$ cat config.mk
export PLATFORM = sky130hd
export DESIGN_NAME = fetch_stage
export DESIGN_NICKNAME = d
export VERILOG_FILES = /design/src/rtl/fetch_stage.sv
export SDC_FILE = /design/constraint.sdc
export NUM_CORES = 1
export LEC_CHECK = 0
export CORE_MARGIN = 10
export CORE_UTILIZATION = 50
export CTS_CLUSTER_DIAMETER = 30
export DETAILED_ROUTE_END_ITERATION = 10
export GPL_ROUTABILITY_DRIVEN = 0
export GPL_TIMING_DRIVEN = 0
export PLACE_DENSITY = 0.81
export SYNTH_ARGS = -nofsm -noshare
export SYNTH_HDL_FRONTEND = slang
export SYNTH_SLANG_ARGS = --single-unit
$ cat constraint.sdc
create_clock -name clk -period 4.15 [get_ports clk]
set_clock_uncertainty 0.2 [all_clocks]
set_input_delay 0.83 -clock clk [delete_from_list [all_inputs] [get_ports clk]]
set_output_delay 0.83 -clock clk [all_outputs]
set_load 0.01 [all_outputs]
$ cat src/rtl/fetch_stage.sv
// fetch_stage: instruction fetch with one outstanding imem request, one-entry skid buffer and IF/ID register
// Ports: clk/rst_n (async active-low); pc_cur in, pc_next out (PC register loads it every cycle);
//   redirect_valid/redirect_pc from execute; stall from hazard unit;
//   imem_req/imem_addr/imem_ready/imem_rvalid/imem_rdata to instruction memory;
//   ifid_valid/ifid_pc/ifid_instr/ifid_pc_plus4 IF/ID register outputs.
module fetch_stage #(
  parameter logic [31:0] RESET_PC = 32'h0000_0000
) (
  input  logic        clk,
  input  logic        rst_n,
  input  logic [31:0] pc_cur,
  output logic [31:0] pc_next,
  input  logic        redirect_valid,
  input  logic [31:0] redirect_pc,
  input  logic        stall,
  output logic        imem_req,
  output logic [31:0] imem_addr,
  input  logic        imem_ready,
  input  logic        imem_rvalid,
  input  logic [31:0] imem_rdata,
  output logic        ifid_valid,
  output logic [31:0] ifid_pc,
  output logic [31:0] ifid_instr,
  output logic [31:0] ifid_pc_plus4
);
  typedef enum logic [1:0] {S_REQ, S_WAIT, S_FULL} state_t;
  state_t state, state_nx;
  logic drop, drop_nx;
  logic [31:0] req_pc, buf_pc, buf_instr;
  logic accept, rsp, load, park, xfer, keep_wait;
  assign accept    = state == S_REQ && imem_ready;
  assign rsp       = state == S_WAIT && imem_rvalid;
  assign load      = !redirect_valid && rsp && !drop && (!ifid_valid || !stall);
  assign park      = !redirect_valid && rsp && !drop && ifid_valid && stall;
  assign xfer      = !redirect_valid && state == S_FULL && !stall;
  // a redirect that leaves a request in flight must mark its response for discard
  assign keep_wait = accept || (state == S_WAIT && !imem_rvalid);
  assign imem_req  = rst_n && state == S_REQ;
  assign imem_addr = pc_cur;
  assign pc_next   = !rst_n ? RESET_PC : redirect_valid ? redirect_pc : accept ? pc_cur + 32'd4 : pc_cur;
  always_comb begin
    state_nx = state;
    drop_nx  = drop;
    if (redirect_valid) begin
      state_nx = keep_wait ? S_WAIT : S_REQ;
      drop_nx  = keep_wait;
    end else begin
      state_nx = accept ? S_WAIT : (rsp && (drop || load)) || xfer ? S_REQ : park ? S_FULL : state;
      drop_nx  = rsp ? 1'b0 : drop;
    end
  end
  always_ff @(posedge clk or negedge rst_n) begin
    if (!rst_n) begin
      state         <= S_REQ;
      drop          <= 1'b0;
      req_pc        <= '0;
      buf_pc        <= '0;
      buf_instr     <= '0;
      ifid_valid    <= 1'b0;
      ifid_pc       <= '0;
      ifid_instr    <= '0;
      ifid_pc_plus4 <= '0;
    end else begin
      state <= state_nx;
      drop  <= drop_nx;
      if (accept) req_pc <= pc_cur;
      if (park) begin
        buf_pc    <= req_pc;
        buf_instr <= imem_rdata;
      end
      if (redirect_valid) ifid_valid <= 1'b0;
      else if (load) begin
        ifid_valid    <= 1'b1;
        ifid_pc       <= req_pc;
        ifid_instr    <= imem_rdata;
        ifid_pc_plus4 <= req_pc + 32'd4;
      end else if (xfer) begin
        ifid_valid    <= 1'b1;
        ifid_pc       <= buf_pc;
        ifid_instr    <= buf_instr;
        ifid_pc_plus4 <= buf_pc + 32'd4;
      end else if (!stall) ifid_valid <= 1'b0;
    end
  end
endmodule

==> run metrics, run 1 <==
run status=finished, final reports clean; P_sw=2505 uW; synthesis-to-layout area growth=36.45%; starting density of the core=51.10%; Non-Filler Cell Area, Final=14150 um2; CTS Buffer Depth=2; largest family of logic cells by synthesized area=simple AND/OR/NAND/NOR gates; vias per inst=5.832; max-cap violations=0; number of global-route vias before repair=9470; overall via count from detail_route=9489; TritonCTS clock tree=yes; FP Rows=52; ys async rst share=100.0%; Worst EP required=3120 ps; ANT nets after route=0; CP max FO=7; DP Cell Count=1589; CTS Hold Bufs=0; Synth Area in Adders=0.2412%; TritonCTS Buffers=17; Hold Path Class=input port to asynchronous set/reset pin; syn avg cell area=9.824 um2; mux contribution to synthesized area=13.13%; first-pass GRT wire length=52.41 mm; Power, Total=7301 uW; CP cell instances=clkdlybuf4s18_2, nand4_4, or4_4, nor4_2, xnor2_1, a21oi_1, clkdlybuf4s50_1; Largest delay share family, worst path=simple AND/OR/NAND/NOR gates; Hold Vio Cnt, Final=0; yosys warns=0; crit end category=primary output; WL/cell=20.60 um; min cycle time layout=4096 ps; worst path bufs/invs=2; diode count=0; H-tree levels=4; Slew HR=47.89%; Synth Area in Compound Gates=12.87%; sequential power share=41.0%; Filler Cells Inserted=1549; CP arrival=3070 ps; Slew Limit Fails=0; largest net degree at the start of global routing=106; worst reg2reg endpoint=ifid_pc_plus4[26]$_DFFE_PN0P_; WS Path Type=input port to primary output; GRT Residual Overflow=0; share of cells above drive strength 1=19.23%; clock-pin slew on the worst setup and hold paths=80 ps; initial DRC count=833; Finished Core Util=69.73%; initial antenna violation count=1; I/O Pins=264; final std cells w/o fill=1627; Comb power frac=35.9%; DIE AREA=26910 um2; FF-to-FF path depth=13; die width=164.0 um; Worst Tran Pin Value=781.6 ps; Sw Share=34.31%; PortBufs=262; Setup crit start kind=input port; Final nets=1448; final worst-path cycle share=98.71%; number of synthesized flops with an enable pin=0; Placed Area=13370 um2; Highest Clock Rate=244.1 MHz; leak pwr=0.005974 uW; setup TNS=0 ps; DR DRC count=0; Post-Synth Simple-Gate Area=17.25%; final setup fails=0; internal reg-to-reg setup slack=530 ps; core area=20300 um2; VDD IR-drop max=0.0003813 V; Syn Nets=1160; CTS Root Buffer Type=clkbuf_16; clock sink total=194; Post-synth top flop=dfrtp_1; Unique masters post-synth=66; PwrDens=515.8 nW/um2; synthesized area=10370 um2; dpl hpwl=25.12 mm; Routed WL=33.52 mm; Synth Register Bits=194; worst flop-to-flop path startpoint=state[1]$_DFFE_PN0P_; RSZ-0062 raised after global routing=yes; Clk network pwr share=23.1%; gr usage total=24.65%; sequential-to-total area share from yosys stat=46.80%; internal power=4797 uW; XOR/XNOR Fraction of Synth Area=3.715%; Slowest-stage cell, CP=or4_4; Chip Height=164.0 um; Clock Latency Late Sink=450 ps; Post-Synthesis Cells=1056; DR pass1 iterations=5; CP Depth=7; Largest stage delay, worst path=580 ps
placed cells by master, fill, tap and decap left out, drive strengths merged, types with 9 or more instances in the layout:
master,count
a211oi,11
a21oi,53
a31oi,47
and2,10
buf,86
clkbuf,41
clkdlybuf4s50,229
dfrtp,194
dlygate4sd2,11
dlymetal6s2s,11
inv,16
mux2,97
mux2i,27
nand2,154
nand3,21
nand4,21
nor2,90
nor3,22
nor4,19
o21a,9
o21ai,54
o31ai,11
xnor2,29
xor2,15
registers in the layout, summed over array words and instances (netlist names):
signal,count
ifid_valid,1
ifid_pc,32
buf_pc,32
buf_instr,32
req_pc,32
drop,1
ifid_pc_plus4,30
state,2
ifid_instr,32
what timing repair did:
action / in CTS / in global routing
endpoints found under the setup margin: 32 / 25
buffers inserted: 2 / 5
pin swaps: 2 / 2
gates resized for setup: 57 / 22
worst max path at each step:
stage	slack, ps	to	startpoint
floorplan	310	ifid_pc_plus4[28]$_DFFE_PN0P_	redirect_valid
detailed placement	-750	ifid_pc_plus4[24]$_DFFE_PN0P_	imem_rvalid
finish	50	pc_next[26]	pc_cur[6]
global placement	-6250	ifid_pc[19]$_DFFE_PN0P_	rst_n
global route	-80	pc_next[31]	pc_cur[20]
CTS	8	pc_next[21]	pc_cur[10]
power groups by stage:
stage | sequential (uW) | combinational (uW) | clock [uW]
after floorplan | 3080 | 1000 | 0
after global placement | 2990 | 2580 | 0
after detailed placement | 3010 | 2630 | 0
after CTS | 2980 | 2650 | 1700
after global routing | 3060 | 2850 | 1790
final | 2990 | 2620 | 1680
per-stage QoR:
stage	hold slack, ps	worst slack [ps]
global route	276.6	-76.34
global placement	253.3	-6246
floorplan	264.7	308.4
finish	219.7	53.50
CTS	253.3	8.221
detailed placement	265.7	-746.6
per-layer routing:
metal	share of wire, %	GRT usage (%)	wire length, um
met1	39	30.23	13210
met5	0.039	0	13
met2	50	41.68	16600
met3	8.3	6.008	2773
met4	2.7	8.327	918
Yosys cell counts (all sizes together) (2+ instances only):
cell type	instances	area [um2]
dfrtp	194	4855
nand2	154	580.6
mux2	97	1092
nor2	90	354.1
buf	78	498.0
o21ai	54	270.3
a21oi	53	269.0
a31oi	47	294.0
xnor2	29	254.0
mux2i	27	270.3
clkbuf	22	82.58
nor3	22	110.1
nand3	21	110.1
nand4	21	158.9
nor4	19	143.9
xor2	15	131.4
a211oi	11	87.58
o31ai	11	92.58
and2	10	62.56
inv	10	37.54
o21a	9	67.56
and4	7	62.56
o211a	7	70.07
or4	6	56.30
and3	5	32.53
a21boi	3	22.52
nand2b	3	18.77
nor2b	3	18.77
a2111oi	2	17.52
ha	2	25.02
nor3b	2	15.01
o211ai	2	15.01
o221a	2	22.52
o32ai	2	36.29
kinds of logic after synthesis:
| family | count (synthesis) |
|---|---|
| compound gates | 211 |
| xor+xnor | 44 |
| fa+ha+maj | 2 |
| buf+inv | 111 |
| flops | 194 |
| mux | 124 |
| simple gates | 370 |
layout make-up:
type	instances	area [um2]	share of cell area, %
inverters	11	41.29	0.2917
well taps	270	337.8	2.387
repair buffers	270	2738	19.34
clock buffers	18	439.2	3.103
clock inverters	14	167.7	1.184
plain buffers	99	599.3	4.234
multi-input cells	751	4977	35.16
flip-flops and latches	194	4855	34.30
worst reg2reg max path, delay by kind of cell (launching register included):
kind                     cells  cell delay, ps
AO/OA/AOI/OAI                3             580
adder cells (fa/ha/maj)      1             250
buffers and inverters        3             620
flip-flops                   1             520
AND/OR/NAND/NOR              6            1360
Power figures use the tool's default switching activity.
==> inputs of run 2 (changes only) <==
CELL_PAD_IN_SITES_DETAIL_PLACEMENT = 1   (was default)
CELL_PAD_IN_SITES_GLOBAL_PLACEMENT = 1   (was default)
CORE_UTILIZATION = 38   (was 50)
PLACE_DENSITY = default   (was 0.81)
PLACE_DENSITY_LB_ADDON = 0.1   (was default)
==> run 2 against run 1 <==
Effect of this change:
- non-clock buffer count up 2
- largest cell class unchanged
- sequential power about the same
- first-iteration DRC count down 42%
- combinational power about the same
- worst hold slack worse by 150 ps
==> run metrics, run 2 (synthesized netlist as in run 1, its figures left out) <==
share of cells above drive strength 1=19.13% (was 19.23%); cell repeated most along the worst path=clkdlybuf4s50_1; CTS Buffer Depth=2 (unchanged); core area=26880 um2 (was 20300 um2); Routed WL=36.78 mm (was 33.52 mm); run status=finished, final reports clean (unchanged); diode count=0 (unchanged); most common cell after layout, fill and taps aside=clkdlybuf4s50_1 (unchanged); Final nets=1450 (was 1448); CP Depth=8 (was 7); final setup fails=0 (unchanged); Highest Clock Rate=247.8 MHz (was 244.1 MHz); H-tree levels=4 (unchanged); gr usage total=21.61% (was 24.65%); CTS Hold Bufs=0 (unchanged); Largest stage delay, worst path=550 ps (was 580 ps); Largest delay share family, worst path=buffers and inverters (was simple AND/OR/NAND/NOR gates); crit path from=pc_cur[4] (was pc_cur[6]); TritonCTS Buffers=17 (unchanged); CP cell instances=clkdlybuf4s50_1, and4bb_2, buf_4, nand3_4, nor2_1, xor2_1, o211a_1, clkdlybuf4s50_1 (was clkdlybuf4s18_2, nand4_4, or4_4, nor4_2, xnor2_1, a21oi_1, clkdlybuf4s50_1); Clock Latency Late Sink=440 ps (was 450 ps); PwrDens=513.3 nW/um2 (was 515.8 nW/um2); DIE AREA=34310 um2 (was 26910 um2); Hold Path Class=input port to asynchronous set/reset pin (unchanged); number of global-route vias before repair=10062 (was 9470); min cycle time layout=4035 ps (was 4096 ps); max-cap violations=0 (unchanged); DR DRC count=0 (unchanged); FP Rows=60 (was 52); clock-pin slew on the worst setup and hold paths=80 ps (about the same); Chip Height=185.2 um (was 164.0 um); Slowest-stage cell, CP=clkdlybuf4s50_1 (was or4_4); leak pwr=0.006047 uW (was 0.005974 uW); RSZ-0062 raised after global routing=yes (unchanged); Worst EP required=3120 ps (about the same); die width=185.2 um (was 164.0 um); CP max FO=8 (was 7); I/O Pins=264 (unchanged); WS Path Type=input port to primary output (unchanged); VDD IR-drop max=0.0003179 V (was 0.0003813 V); initial DRC count=482 (was 833); worst path bufs/invs=3 (was 2); DR pass1 iterations=4 (was 5); Setup crit start kind=input port (unchanged); setup TNS=0 ps (unchanged); synthesis-to-layout area growth=37.85% (was 36.45%); dpl hpwl=28.28 mm (was 25.12 mm); starting density of the core=38.60% (was 51.10%); CTS Root Buffer Type=clkbuf_16 (unchanged); final worst-path cycle share=97.23% (was 98.71%); Finished Core Util=53.21% (was 69.73%); crit end category=primary output (unchanged); Hold Vio Cnt, Final=0 (unchanged); vias per inst=5.425 (was 5.832); Slew Limit Fails=0 (unchanged); worst flop-to-flop path startpoint=ifid_valid$_DFFE_PN0P_ (was state[1]$_DFFE_PN0P_); clock sink total=194 (unchanged); first-pass GRT wire length=58.12 mm (was 52.41 mm); Power, Total=7340 uW (was 7301 uW); Worst Tran Pin Value=795.5 ps (was 781.6 ps); most frequent cells in the layout=clkdlybuf4s50_1, dfrtp_1, nand2_1 (unchanged); GRT Residual Overflow=0 (unchanged); CP arrival=3000 ps (was 3070 ps); Slew HR=46.96% (was 47.89%); largest net degree at the start of global routing=79 (was 106); ANT nets after route=0 (unchanged); FF-to-FF path depth=12 (was 13); WL/cell=21.63 um (was 20.60 um); TritonCTS clock tree=yes (unchanged); initial antenna violation count=1 (unchanged); overall via count from detail_route=9222 (was 9489); PortBufs=262 (unchanged)
run 2: cell count changes in the layout (fill, tap and decap cells not counted), sizes merged:
| cell | before | now |
|---|---|---|
| clkinvlp | 1 | 2 |
| clkbuf | 41 | 39 |
| inv | 16 | 19 |
| dlymetal6s2s | 11 | 13 |
| clkinv | 7 | 3 |
| buf | 86 | 89 |
| dlygate4sd2 | 11 | 15 |
| clkdlybuf4s50 | 229 | 224 |
run 2: repair_timing:
item,4_1_cts,5_1_grt
setup buffers,6,2
resized for setup,60,25
pin swaps,5,2
endpoints found under the setup margin,33,23
run 2: final timing paths:
kind                            slack [ps]                       endpoint
worst min register to register         280  ifid_pc_plus4[15]$_DFFE_PN0P_
max in group asynchronous             2940         req_pc[23]$_DFFE_PN0P_
worst min-delay path                    70      ifid_instr[5]$_DFFE_PN0P_
worst max register to register         540  ifid_pc_plus4[22]$_DFFE_PN0P_
min in group clk                       280  ifid_pc_plus4[15]$_DFFE_PN0P_
worst max-delay path                   120                     pc_next[8]
run 2: layout make-up:
type                       instances  area, um2
inverter                          11      41.29
tap                              341      426.7
clock buffer                      18      439.2
timing repair buffer             272       2776
sequential                       194       4855
fill                            2988      12580
multi-input combinational        751       4992
clock inverter                    14      163.9
buffer                            99      605.6
run 2: report_power, final:
group	switching, uW	internal, uW	total [uW]
Combinational	1220	1430	2650
Sequential	490	2490	2980
Clock	825	879	1700
run 2: metal layers:
layer	global-route usage (%)	wire, um	vias up
met2	35.85	17280	278
met1	27.55	16650	4616
met4	5.494	526	2
li1	-	-	4291
met3	5.172	2303	35
met5	0	13	-
run 2: per-stage QoR:
stage | hold slack (ps) | instance area (um2) | setup WS, ps | instances
after floorplan | 264.7 | 10370 | 308.4 | 1056
after global placement | 252.9 | 13420 | -6573 | 1659
after detailed placement | 267.1 | 13480 | -1000 | 1661
after CTS | 83.30 | 14200 | -80.16 | 1699
after global routing | 97.31 | 14300 | -23.76 | 1700
final | 71.02 | 14300 | 115.0 | 1700
==> inputs of run 3 (changes only) <==
CORE_ASPECT_RATIO = 2   (was default)
==> run 3 against run 2 <==
Effect of this change:
- critical path depth unchanged
- routed wire length increased by 0.30%
- non-clock buffer count unchanged
- power decreased by 1.4%
- fmax increased by 0.49%
- combinational power about the same
- die area increased by 1.2%
- sequential cell count unchanged
- worst hold slack improved by 93 ps
- cell area decreased by 0.31%
- first-iteration DRC count decreased by 18%
- sequential share of layout area increased by 0.10 points
- critical endpoint unchanged
- largest cell class unchanged
- highest routed layer is now met4
==> run metrics, run 3 (synthesized netlist as in run 1, its figures left out) <==
run status=finished, final reports clean (unchanged); share of cells above drive strength 1=18.84% (was 19.13%); final std cells w/o fill=1708 (was 1700); post-route setup slack=134.6 ps (was 115.0 ps); I/O Pins=264 (unchanged); max-cap violations=0 (unchanged); cell repeated most along the worst path=clkdlybuf4s50_1 (unchanged); DIE AREA=34710 um2 (was 34310 um2); clock sink total=194 (unchanged); pre-CTS WS=-1128 ps (was -1000 ps); most frequent cells in the layout=clkdlybuf4s50_1, dfrtp_1, nand2_1 (unchanged); first-pass GRT wire length=57.54 mm (was 58.12 mm); PwrDens=507.6 nW/um2 (was 513.3 nW/um2); die width=136.8 um (was 185.2 um); CP arrival=2990 ps (was 3000 ps); Worst Tran Pin Value=818.9 ps (was 795.5 ps); Worst EP required=3120 ps (about the same); Hold Path Class=input port to asynchronous set/reset pin (unchanged); worst flop-to-flop path startpoint=state[1]$_DFFE_PN0P_ (was ifid_valid$_DFFE_PN0P_); Final nets=1450 (unchanged); VDD IR-drop max=0.0003352 V (was 0.0003179 V); most common cell after layout, fill and taps aside=clkdlybuf4s50_1 (unchanged); Routed WL=36.89 mm (was 36.78 mm); Chip Height=253.7 um (was 185.2 um); CTS Root Buffer Type=clkbuf_16 (unchanged); DR DRC count=0 (unchanged); worst reg2reg endpoint=ifid_pc_plus4[26]$_DFFE_PN0P_ (was ifid_pc_plus4[22]$_DFFE_PN0P_); Hold Vio Cnt, Final=0 (unchanged); Largest stage delay, worst path=550 ps (about the same); H-tree levels=4 (unchanged); FP Rows=85 (was 60); TritonCTS Buffers=17 (unchanged); Non-Filler Cell Area, Final=14260 um2 (was 14300 um2); crit end category=primary output (unchanged); number of global-route vias before repair=10268 (was 10062); Setup crit start kind=input port (unchanged); overall via count from detail_route=9190 (was 9222); final setup fails=0 (unchanged); CP max FO=8 (unchanged); starting density of the core=38.55% (was 38.60%); min cycle time layout=4015 ps (was 4035 ps); DP Cell Count=1667 (was 1661); DR pass1 iterations=4 (unchanged); CP cell instances=clkdlybuf4s50_1, and4bb_2, buf_4, nand3_4, nor2_2, xor2_1, o211a_1, clkdlybuf4s50_1 (was clkdlybuf4s50_1, and4bb_2, buf_4, nand3_4, nor2_1, xor2_1, o211a_1, clkdlybuf4s50_1); WS Path Type=input port to primary output (unchanged); leak pwr=0.006004 uW (was 0.006047 uW); GRT Residual Overflow=0 (unchanged); gr usage total=21.31% (was 21.61%); Clock Latency Late Sink=440 ps (about the same); vias per inst=5.381 (was 5.425); FF-to-FF path depth=14 (was 12); initial antenna violation count=0 (was 1); Slew Limit Fails=0 (unchanged); CTS Hold Bufs=0 (unchanged); TritonCTS clock tree=yes (unchanged); WL/cell=21.60 um (was 21.63 um); clock-pin slew on the worst setup and hold paths=70 ps (was 80 ps); core area=26910 um2 (was 26880 um2); largest net degree at the start of global routing=113 (was 79); Placed Area=13460 um2 (was 13480 um2); Highest Clock Rate=249.0 MHz (was 247.8 MHz); initial DRC count=396 (was 482); internal reg-to-reg setup slack=550 ps (was 540 ps); dpl hpwl=28.95 mm (was 28.28 mm); Slowest-stage cell, CP=clkdlybuf4s50_1 (unchanged); ANT nets after route=0 (unchanged); hold_ws=164.4 ps (was 71.02 ps); CTS Buffer Depth=2 (unchanged); Largest delay share family, worst path=buffers and inverters (unchanged); RSZ-0062 raised after global routing=no (was yes); setup TNS=0 ps (unchanged); worst path bufs/invs=3 (unchanged); final worst-path cycle share=96.76% (was 97.23%); PortBufs=262 (unchanged); synthesis-to-layout area growth=37.43% (was 37.85%); Slew HR=45.41% (was 46.96%)
==> run 3: cell count changes in the layout (fill, tap and decap cells not counted), moves of 2 or more <==
cell        previous run  this run
clkinv_8               2         0
clkinvlp_4             2         4
inv_6                  6         3
clkbuf_1              19        22
inv_8                  3         0
==> run 3: power breakdown <==
group / switching, uW / total, uW / internal, uW
clock network: 746 / 1610 / 865
registers: 487 / 2980 / 2500
logic: 1210 / 2640 / 1430
total: 2450 / 7240 / 4790
==> run 3: layer usage <==
metal	wire length, um	GRT usage [%]	vias up	part of all wire, %
met1	13320	21.35	4566	36
met2	20280	39.93	257	55
li1	-	-	4310	-
met5	0	0	-	0
met4	1247	9.105	0	3.4
met3	2040	5.419	57	5.5
==> run 3: what timing repair did <==
item / in CTS / in global routing
pin swaps: 7 / 2
resized for setup: 63 / 26
buffers inserted: 6 / 2
setup endpoints to repair: 33 / 22
==> run 3: worst register-to-register path: cells and delay by family (launching register included) <==
family	cells	cell delay [ps]
and+or+nand+nor	6	1300
adders and majority gates	1	180
buffers and inverters	4	710
DFF	1	490
AOI/OAI and AO/OA	3	620
==> run 3: final cells by class <==
| cell class | count | area [um2] |
|---|---|---|
| antenna | 1 | 2.502 |
| buffer | 100 | 614.3 |
| clock buffer | 22 | 464.2 |
| clock inverter | 10 | 100.1 |
| fill | 3061 | 12650 |
| inverter | 11 | 41.29 |
| multi-input combinational | 751 | 5005 |
| sequential | 194 | 4855 |
| tap | 348 | 435.4 |
| timing repair buffer | 271 | 2739 |
==> run 3: worst max-delay path by stage <==
stage	start	endpoint	cells past startpoint
after floorplan	redirect_valid	ifid_pc_plus4[28]$_DFFE_PN0P_	13
after global placement	rst_n	ifid_pc[24]$_DFFE_PN0P_	1
after detailed placement	stall	ifid_pc_plus4[26]$_DFFE_PN0P_	13
after CTS	pc_cur[19]	pc_next[31]	7
after global routing	imem_ready	pc_next[8]	8
final	imem_ready	pc_next[8]	8
==> run 3: stage by stage <==
step / power, uW / util (%)
final: 7237 / 52.98
after global routing: 7664 / 52.97
after CTS: 7320 / 52.59
after detailed placement: 5690 / 50.04
after global placement: 5597 / 49.92
after floorplan: 4086 / -
